$ cat config.mk
export PLATFORM = sky130hd
export DESIGN_NAME = branch_predict_ctrl
export DESIGN_NICKNAME = d
export VERILOG_FILES = /design/src/rtl/branch_predict_ctrl_pkg.sv /design/src/rtl/branch_predict_ctrl_bht.sv /design/src/rtl/branch_predict_ctrl.sv
export SDC_FILE = /design/constraint.sdc
export NUM_CORES = 1
export LEC_CHECK = 0
export BUFFER_PORTS_ARGS = -buffer_cell sky130_fd_sc_hd__buf_2
export CORE_MARGIN = 2
export CORE_UTILIZATION = 35
export CTS_BUF_LIST = sky130_fd_sc_hd__clkbuf_4 sky130_fd_sc_hd__clkbuf_8
export DETAILED_ROUTE_END_ITERATION = 8
export GPL_TIMING_DRIVEN = 1
export PLACE_DENSITY = 0.53
export SYNTH_ARGS = -nofsm -noshare
export SYNTH_HDL_FRONTEND = slang
export SYNTH_SLANG_ARGS = --single-unit
$ cat constraint.sdc
create_clock -name clk -period 12.85 [get_ports clk]
set_input_delay 1.9275 -clock clk [delete_from_list [all_inputs] [get_ports clk]]
set_output_delay 1.9275 -clock clk [all_outputs]
set_load 0.05 [all_outputs]
$ cat src/rtl/branch_predict_ctrl_pkg.sv
// Shared types and constants for the branch predictor / recovery controller:
// FSM state encoding, 2-bit counter values and the saturating counter update.
package branch_predict_ctrl_pkg;

    localparam int WORD_W = 32;

    typedef enum logic {
        BP_RUN   = 1'b0,
        BP_FLUSH = 1'b1
    } bp_state_t;

    localparam logic [1:0] SNT = 2'b00;
    localparam logic [1:0] WNT = 2'b01;
    localparam logic [1:0] WT  = 2'b10;
    localparam logic [1:0] ST  = 2'b11;

    function automatic logic [1:0] sat_update(input logic [1:0] ctr, input logic taken);
        logic [1:0] result;
        result = ctr;
        if (taken) begin
            if (ctr != ST) result = ctr + 2'd1;
        end else begin
            if (ctr != SNT) result = ctr - 2'd1;
        end
        return result;
    endfunction

endpackage

$ cat src/rtl/branch_predict_ctrl_bht.sv
// Branch history table of 2-bit saturating counters: one combinational read
// port (counter MSB) and one saturating write port committing at the clock edge.
module bht_2bit
    import branch_predict_ctrl_pkg::*;
#(
    parameter int INDEX_W = 6
) (
    input  logic               clk,
    input  logic               rst,
    input  logic [INDEX_W-1:0] rd_index,
    output logic               rd_taken,
    input  logic               wr_en,
    input  logic [INDEX_W-1:0] wr_index,
    input  logic               wr_taken
);

    localparam int ENTRIES = 1 << INDEX_W;

    logic [ENTRIES-1:0] taken_bits;

    generate
        for (genvar gi = 0; gi < ENTRIES; gi++) begin : g_entry
            logic [1:0] ctr_reg;

            // Kept as discrete registers so every entry can start at weakly not-taken.
            always_ff @(posedge clk or posedge rst) begin
                if (rst) begin
                    ctr_reg <= WNT;
                end else if (wr_en && (wr_index == INDEX_W'(gi))) begin
                    ctr_reg <= sat_update(ctr_reg, wr_taken);
                end
            end

            assign taken_bits[gi] = ctr_reg[1];
        end
    endgenerate

    // No write-to-read bypass: a same-cycle update is visible only after the edge.
    assign rd_taken = taken_bits[rd_index];

endmodule

$ cat src/rtl/branch_predict_ctrl.sv
// Branch prediction and misprediction recovery for the Execute stage: BHT
// lookup/training, RUN/FLUSH recovery sequencing and performance counters.
module branch_predict_ctrl
    import branch_predict_ctrl_pkg::*;
#(
    parameter int BHT_INDEX_W = 6,
    parameter int CNT_W       = 32
) (
    input  logic              clk,
    input  logic              rst,
    input  logic              stall,
    input  logic [WORD_W-1:0] if_pc,
    output logic              pred_taken,
    input  logic              ex_valid,
    input  logic              ex_is_branch,
    input  logic [WORD_W-1:0] ex_br_pc,
    input  logic              ex_taken,
    input  logic              ex_correct,
    input  logic [WORD_W-1:0] ex_target,
    output logic              redirect_valid,
    output logic [WORD_W-1:0] redirect_pc,
    output logic              flush_if_id,
    output logic              flush_id_ex,
    output logic [CNT_W-1:0]  br_count,
    output logic [CNT_W-1:0]  mis_count
);

    bp_state_t         state_reg, state_next;
    logic [WORD_W-1:0] redirect_pc_reg, redirect_pc_next;
    logic [CNT_W-1:0]  br_count_reg, mis_count_reg;
    logic              ev, train_en, recover;
    logic              unused_pc_bits;

    // EX contents only count while running; anything seen during FLUSH is wrong-path.
    assign ev       = ex_valid && (state_reg == BP_RUN) && !stall;
    assign train_en = ev && ex_is_branch;
    assign recover  = ev && !ex_correct;

    bht_2bit #(
        .INDEX_W (BHT_INDEX_W)
    ) u_bht (
        .clk      (clk),
        .rst      (rst),
        .rd_index (if_pc[BHT_INDEX_W+1:2]),
        .rd_taken (pred_taken),
        .wr_en    (train_en),
        .wr_index (ex_br_pc[BHT_INDEX_W+1:2]),
        .wr_taken (ex_taken)
    );

    assign unused_pc_bits = ^{if_pc[WORD_W-1:BHT_INDEX_W+2], if_pc[1:0],
                              ex_br_pc[WORD_W-1:BHT_INDEX_W+2], ex_br_pc[1:0]};

    always_comb begin
        state_next       = state_reg;
        redirect_pc_next = redirect_pc_reg;
        redirect_valid   = 1'b0;
        flush_if_id      = 1'b0;
        flush_id_ex      = 1'b0;
        case (state_reg)
            BP_RUN: begin
                if (recover) begin
                    state_next       = BP_FLUSH;
                    redirect_pc_next = ex_target;
                end
            end
            BP_FLUSH: begin
                redirect_valid = 1'b1;
                flush_if_id    = 1'b1;
                flush_id_ex    = 1'b1;
                if (!stall) state_next = BP_RUN;
            end
            default: state_next = BP_RUN;
        endcase
    end

    always_ff @(posedge clk or posedge rst) begin
        if (rst) begin
            state_reg       <= BP_RUN;
            redirect_pc_reg <= '0;
            br_count_reg    <= '0;
            mis_count_reg   <= '0;
        end else begin
            state_reg       <= state_next;
            redirect_pc_reg <= redirect_pc_next;
            if (train_en && (br_count_reg != '1)) br_count_reg <= br_count_reg + CNT_W'(1);
            if (recover && (mis_count_reg != '1)) mis_count_reg <= mis_count_reg + CNT_W'(1);
        end
    end

    assign redirect_pc = redirect_pc_reg;
    assign br_count    = br_count_reg;
    assign mis_count   = mis_count_reg;

endmodule

* Word level (Yosys, flattened, before mapping)
Cells that the tools add are included.
** Word-level totals
- Register bits after elaboration :: 225
- Input bits :: 103
- Output and inout bits :: 100
- Word-level logic and storage cells :: 857
** Operators by class
- Add/subtract/negate cells :: 130
- Order comparisons :: 1
- Equal/unequal tests :: 193
- Mux-type cells :: 198
- Bitwise gates (word level) :: 1
- Reduce and logical (&&, ||, !) cells :: 266
** Operator list (count)
- 2-bit two-way mux :: 192
- 2-bit nonzero test :: 128
- 6-bit equality test, second input constant :: 32
- 3-bit AND reduction :: 64
- 2-bit by 1-bit adder with 2-bit output, second input constant :: 64
- 2-bit by 1-bit inequality test with 1-bit output, second input constant :: 64
- 2-bit inequality test, second input constant :: 64
- 2-bit by 1-bit subtractor with 2-bit output, second input constant :: 64
- 6-bit by 5-bit equality test with 1-bit output, second input constant :: 16
- 1-bit logical AND :: 70
- 32-bit by 1-bit adder with 32-bit output, second input constant :: 2
- 32-bit inequality test, second input constant :: 2
- 6-bit by 4-bit equality test with 1-bit output, second input constant :: 8
- 6-bit by 3-bit equality test with 1-bit output, second input constant :: 4
- 6-bit by 2-bit equality test with 1-bit output, second input constant :: 2
- 6-bit by 7-bit < comparator with 1-bit output, second input constant :: 1
- 1-bit binary-select mux with 6-bit select :: 1
- 6-bit by 1-bit equality test with 1-bit output, second input constant :: 1
- 6-bit logical NOT :: 1
- 1-bit two-way mux :: 4
- 1-bit logical NOT :: 2
- 1-bit one-hot mux with 2 select lines :: 1
- 2-bit AND reduction :: 1
- 1-bit NOT :: 1

* Longest topological paths before layout
- Depth after elaboration :: 6
- Mapped depth :: 8
- Gate-level depth less buffers :: 6

* Cells and area by module
A second synthesis with hierarchy kept.
** Unflattened totals
- Cells, all modules :: 1216
- Area total of the unflattened synthesis :: 11514.8 um^2
** By module, submodules not included
- bht_2bit :: instances 1, cells each 774, area each 6999.2 um^2, sequential area each 3283.1 um^2
- branch_predict_ctrl :: instances 1, cells each 442, area each 4515.6 um^2, sequential area each 2427.3 um^2

* Worst setup path before layout
Ideal clock, no wire load.
- Path type :: input port to output port
- Start point :: input port if_pc[2]
- End point :: output port pred_taken
- Data arrival time :: 3989 ps
- Data required time :: 10922 ps
- Slack :: 6933 ps
- Cell stages on the path :: 6
- Buffers on the path :: 1
- Cells stage by stage :: buf_1 -> mux4_2 -> mux2i_1 -> o21ai_0 -> o22ai_1 -> o21ai_0
** On the way
- Cells in the longest elaborated chain, start to end :: 2
** Ends and longest elaborated chain
- start: declaration :: RTL line branch_predict_ctrl.sv:12 : input logic [WORD_W-1:0] if_pc,
- 1-bit binary-select mux with 6-bit select :: RTL line branch_predict_ctrl_bht.sv:39 : assign rd_taken = taken_bits[rd_index];
- 1-bit two-way mux (not written as such) :: RTL line branch_predict_ctrl_bht.sv:39
- end: declaration :: RTL line branch_predict_ctrl.sv:13 : output logic pred_taken,
No other way between the ends. The select of a mux whose other input is x is not followed.

* Worst setup path in the final report
- Start point :: input port if_pc[4]
- End point :: output port pred_taken
Same word-level chain as after synthesis.

==> out/summary.txt <==
worst hold slack = 465 ps
EDFF count, synth = 0
Yosys top cell area share = 34.3%
Clk pwr share = 42.5%
# rows = 67
post_cts resized = 0
Post-Syn Instances = 1275
Clock transition at path regs = 60 ps
Critical Path RT = 10920 ps
Netlist Area Pre-Place = 0.0118 mm²
DP HPWL = 20200 µm
port bufs = 150
Worst slew margin = 40.1%
Startpoint Class = primary input
Pwr Total = 0.00189 W
ys flop type = dfrtp_1
worst-path cell chain = buf_2, mux4_2, mux4_2, o22ai_1, o21ai_0, buf_2
Net Sw Frac = 31.6%
IO Pins = 203
Syn Area/Cell = 9.22 µm²
crit path max fanout = 15
Die X = 187 µm
CP endpoint kind = output pin
fmax = 0.169 GHz
register bit count reported by yosys = 225
antenna cells = 0
Placer Congestion = 0.773
area leader, netlist = dfrtp_1
delay of the slowest critical-path stage = 580 ps
Final setup viols = 0
crit path time final = 5920 ps
Core Area = 0.0333 mm²
initial core utilization = 35.3%
Ys Warns = 0
Root Driver = clkbuf_8
Comb power frac = 15.6%
register area share after synthesis = 48.6%
CTS Hold Bufs = 0
die area = 0.0351 mm²
synthesized net count = 1380
routed len/inst = 16.7 µm
internal power = 0.00129 W
CTS buffer count = 44
fin crit share = 46.1%
die height = 187 µm
most frequent cell after synthesis = nand2_1
Sw Pwr = 0.000596 W
H-tree Lvls = 2
ys async rst share = 100%
setup TNS = 0 ps
Clk Latency, worst-skew pair = 600 ps
Reg power frac = 41.9%
CTS max path bufs = 3
max reg flops = 128
CTS tree = built
leakage = 5.98 nW
placed cell areas = 0.0130 mm²
DRC viols = 0
final WL = 31700 µm
clk sinks = 225
VDD IR max = 0.149 mV
worst min path class = flip-flop to flip-flop
RSZ-0062 raised after global routing = false
DRT iter0 DRCs = 574
pwr/cell area = 135 mW/mm²
GR Util All Layers = 18.4%
GRT Residual Overflow = 0
vias in the first global route = 9803
max-cap violations = 0
pin count of the biggest net entering global routing = 97
post-route cell area = 0.0139 mm²
final hold violations = 0
final slew viol count = 0
first-pass GRT wire length = 52300 µm
Post-CTS Setup Bufs = 0
via count = 10056
Final #Nets = 1526
Post-DRT Antenna Nets = 0
most frequent cells after synthesis = nand2_1 (177), dfrtp_1 (161), nor2_1 (132)
Worst Skew = 13.1 ps
Netlist cell types = 62
DRT Pass-1 Iters = 5
initial antenna violation count = 1
Via density = 5.28
worst path arrival time = 3990 ps
Slew @ Worst Pin = 898 ps
status = complete, no violations
critical path class = primary input to output pin
Area Growth Syn to Fin = 18.7%
top cells by area, synth = dfrtp_1 (34%), dfstp_2 (14%), nand2_1 (5.7%), a21oi_1 (5.1%), nor2_1 (4.2%)
ratio of cells with drive above 1 in the final layout = 25.9%
Slowest-stage cell, CP = mux4_2
==> final cells by class <==
cell class | count | area (µm²)
Multi-Input combinational cell | 947 | 5650
Fill cell | 3284 | 19300
Sequential cell | 225 | 5710
Inverter | 34 | 135
Clock inverter | 8 | 77.6
Tap cell | 448 | 561
Clock buffer | 74 | 912
Timing Repair Buffer | 169 | 896
==> worst max-delay path: cells and delay by family <==
family	cells	cell delay, ps
compound gates	2	310
buf+inv	2	620
mux	2	1120
==> per-stage QoR <==
step | utilization, % | std cells | setup slack [ps]
finish | 41.9 | 1905 | 6930
global route | 41.9 | 1905 | 6920
CTS | 41.9 | 1905 | 6950
detailed placement | 38.9 | 1823 | 6940
global placement | 38.9 | 1823 | 6930
floorplan | - | 1275 | 4870
==> routing by layer <==
layer | vias to the layer above | routed length [µm] | global-route usage (%)
li1 | 4873 | - | -
met1 | 4865 | 14800 | 25.1
met2 | 263 | 14200 | 28.2
met3 | 53 | 2020 | 4.65
met4 | 2 | 773 | 7.08
met5 | - | 15 | 0
==> power groups by stage <==
stage / Combinational [W] / Sequential (W) / Clock (W)
after detailed placement: 0.000299 / 0.000800 / 0
after global routing: 0.000316 / 0.000797 / 0.000862
after floorplan: 0.0000927 / 0.000921 / 0
after CTS: 0.000298 / 0.000790 / 0.000832
after global placement: 0.000296 / 0.000799 / 0
final: 0.000295 / 0.000790 / 0.000802
==> logic make-up (layout without fill, tap and decap cells) <==
| kind of cell | Yosys count | in the layout | synth area share (%) |
|---|---|---|---|
| flip-flops | 225 | 225 | 48.6 |
| adder cells (fa/ha/maj) | 2 | 2 | 0.213 |
| multiplexers | 31 | 31 | 4.47 |
| AO/OA/AOI/OAI | 322 | 322 | 16.7 |
| XOR/XNOR | 60 | 60 | 4.47 |
| buffers and inverters | 103 | 285 | 3.51 |
| AND/OR/NAND/NOR | 532 | 532 | 22.0 |
==> final timing paths <==
check	start	endpoint	slack [ps]	cells after the start
hold reg to reg	redirect_pc[18]	redirect_pc[18]	470	2
hold / removal	redirect_pc[18]	redirect_pc[18]	470	2
max in group asynchronous	rst	br_count[30]	10020	3
setup reg to reg	br_count[22]	br_count[1]	10290	6
setup / recovery	if_pc[4]	pred_taken	6930	6
min in group asynchronous	rst	mis_count[19]	1430	2
==> cell usage in the layout, fill, tap and decap left out, drive strengths merged, types with 28 or more instances in the layout <==
| cell | count |
|---|---|
| a21oi | 119 |
| dfrtp | 161 |
| o21ai | 96 |
| inv | 36 |
| nor2 | 132 |
| a211oi | 28 |
| nand3 | 67 |
| dfstp | 64 |
| buf | 169 |
| nor3 | 32 |
| clkbuf | 74 |
| nand2 | 177 |
| xor2 | 38 |
No activity file was read; power rests on OpenSTA's default activity.
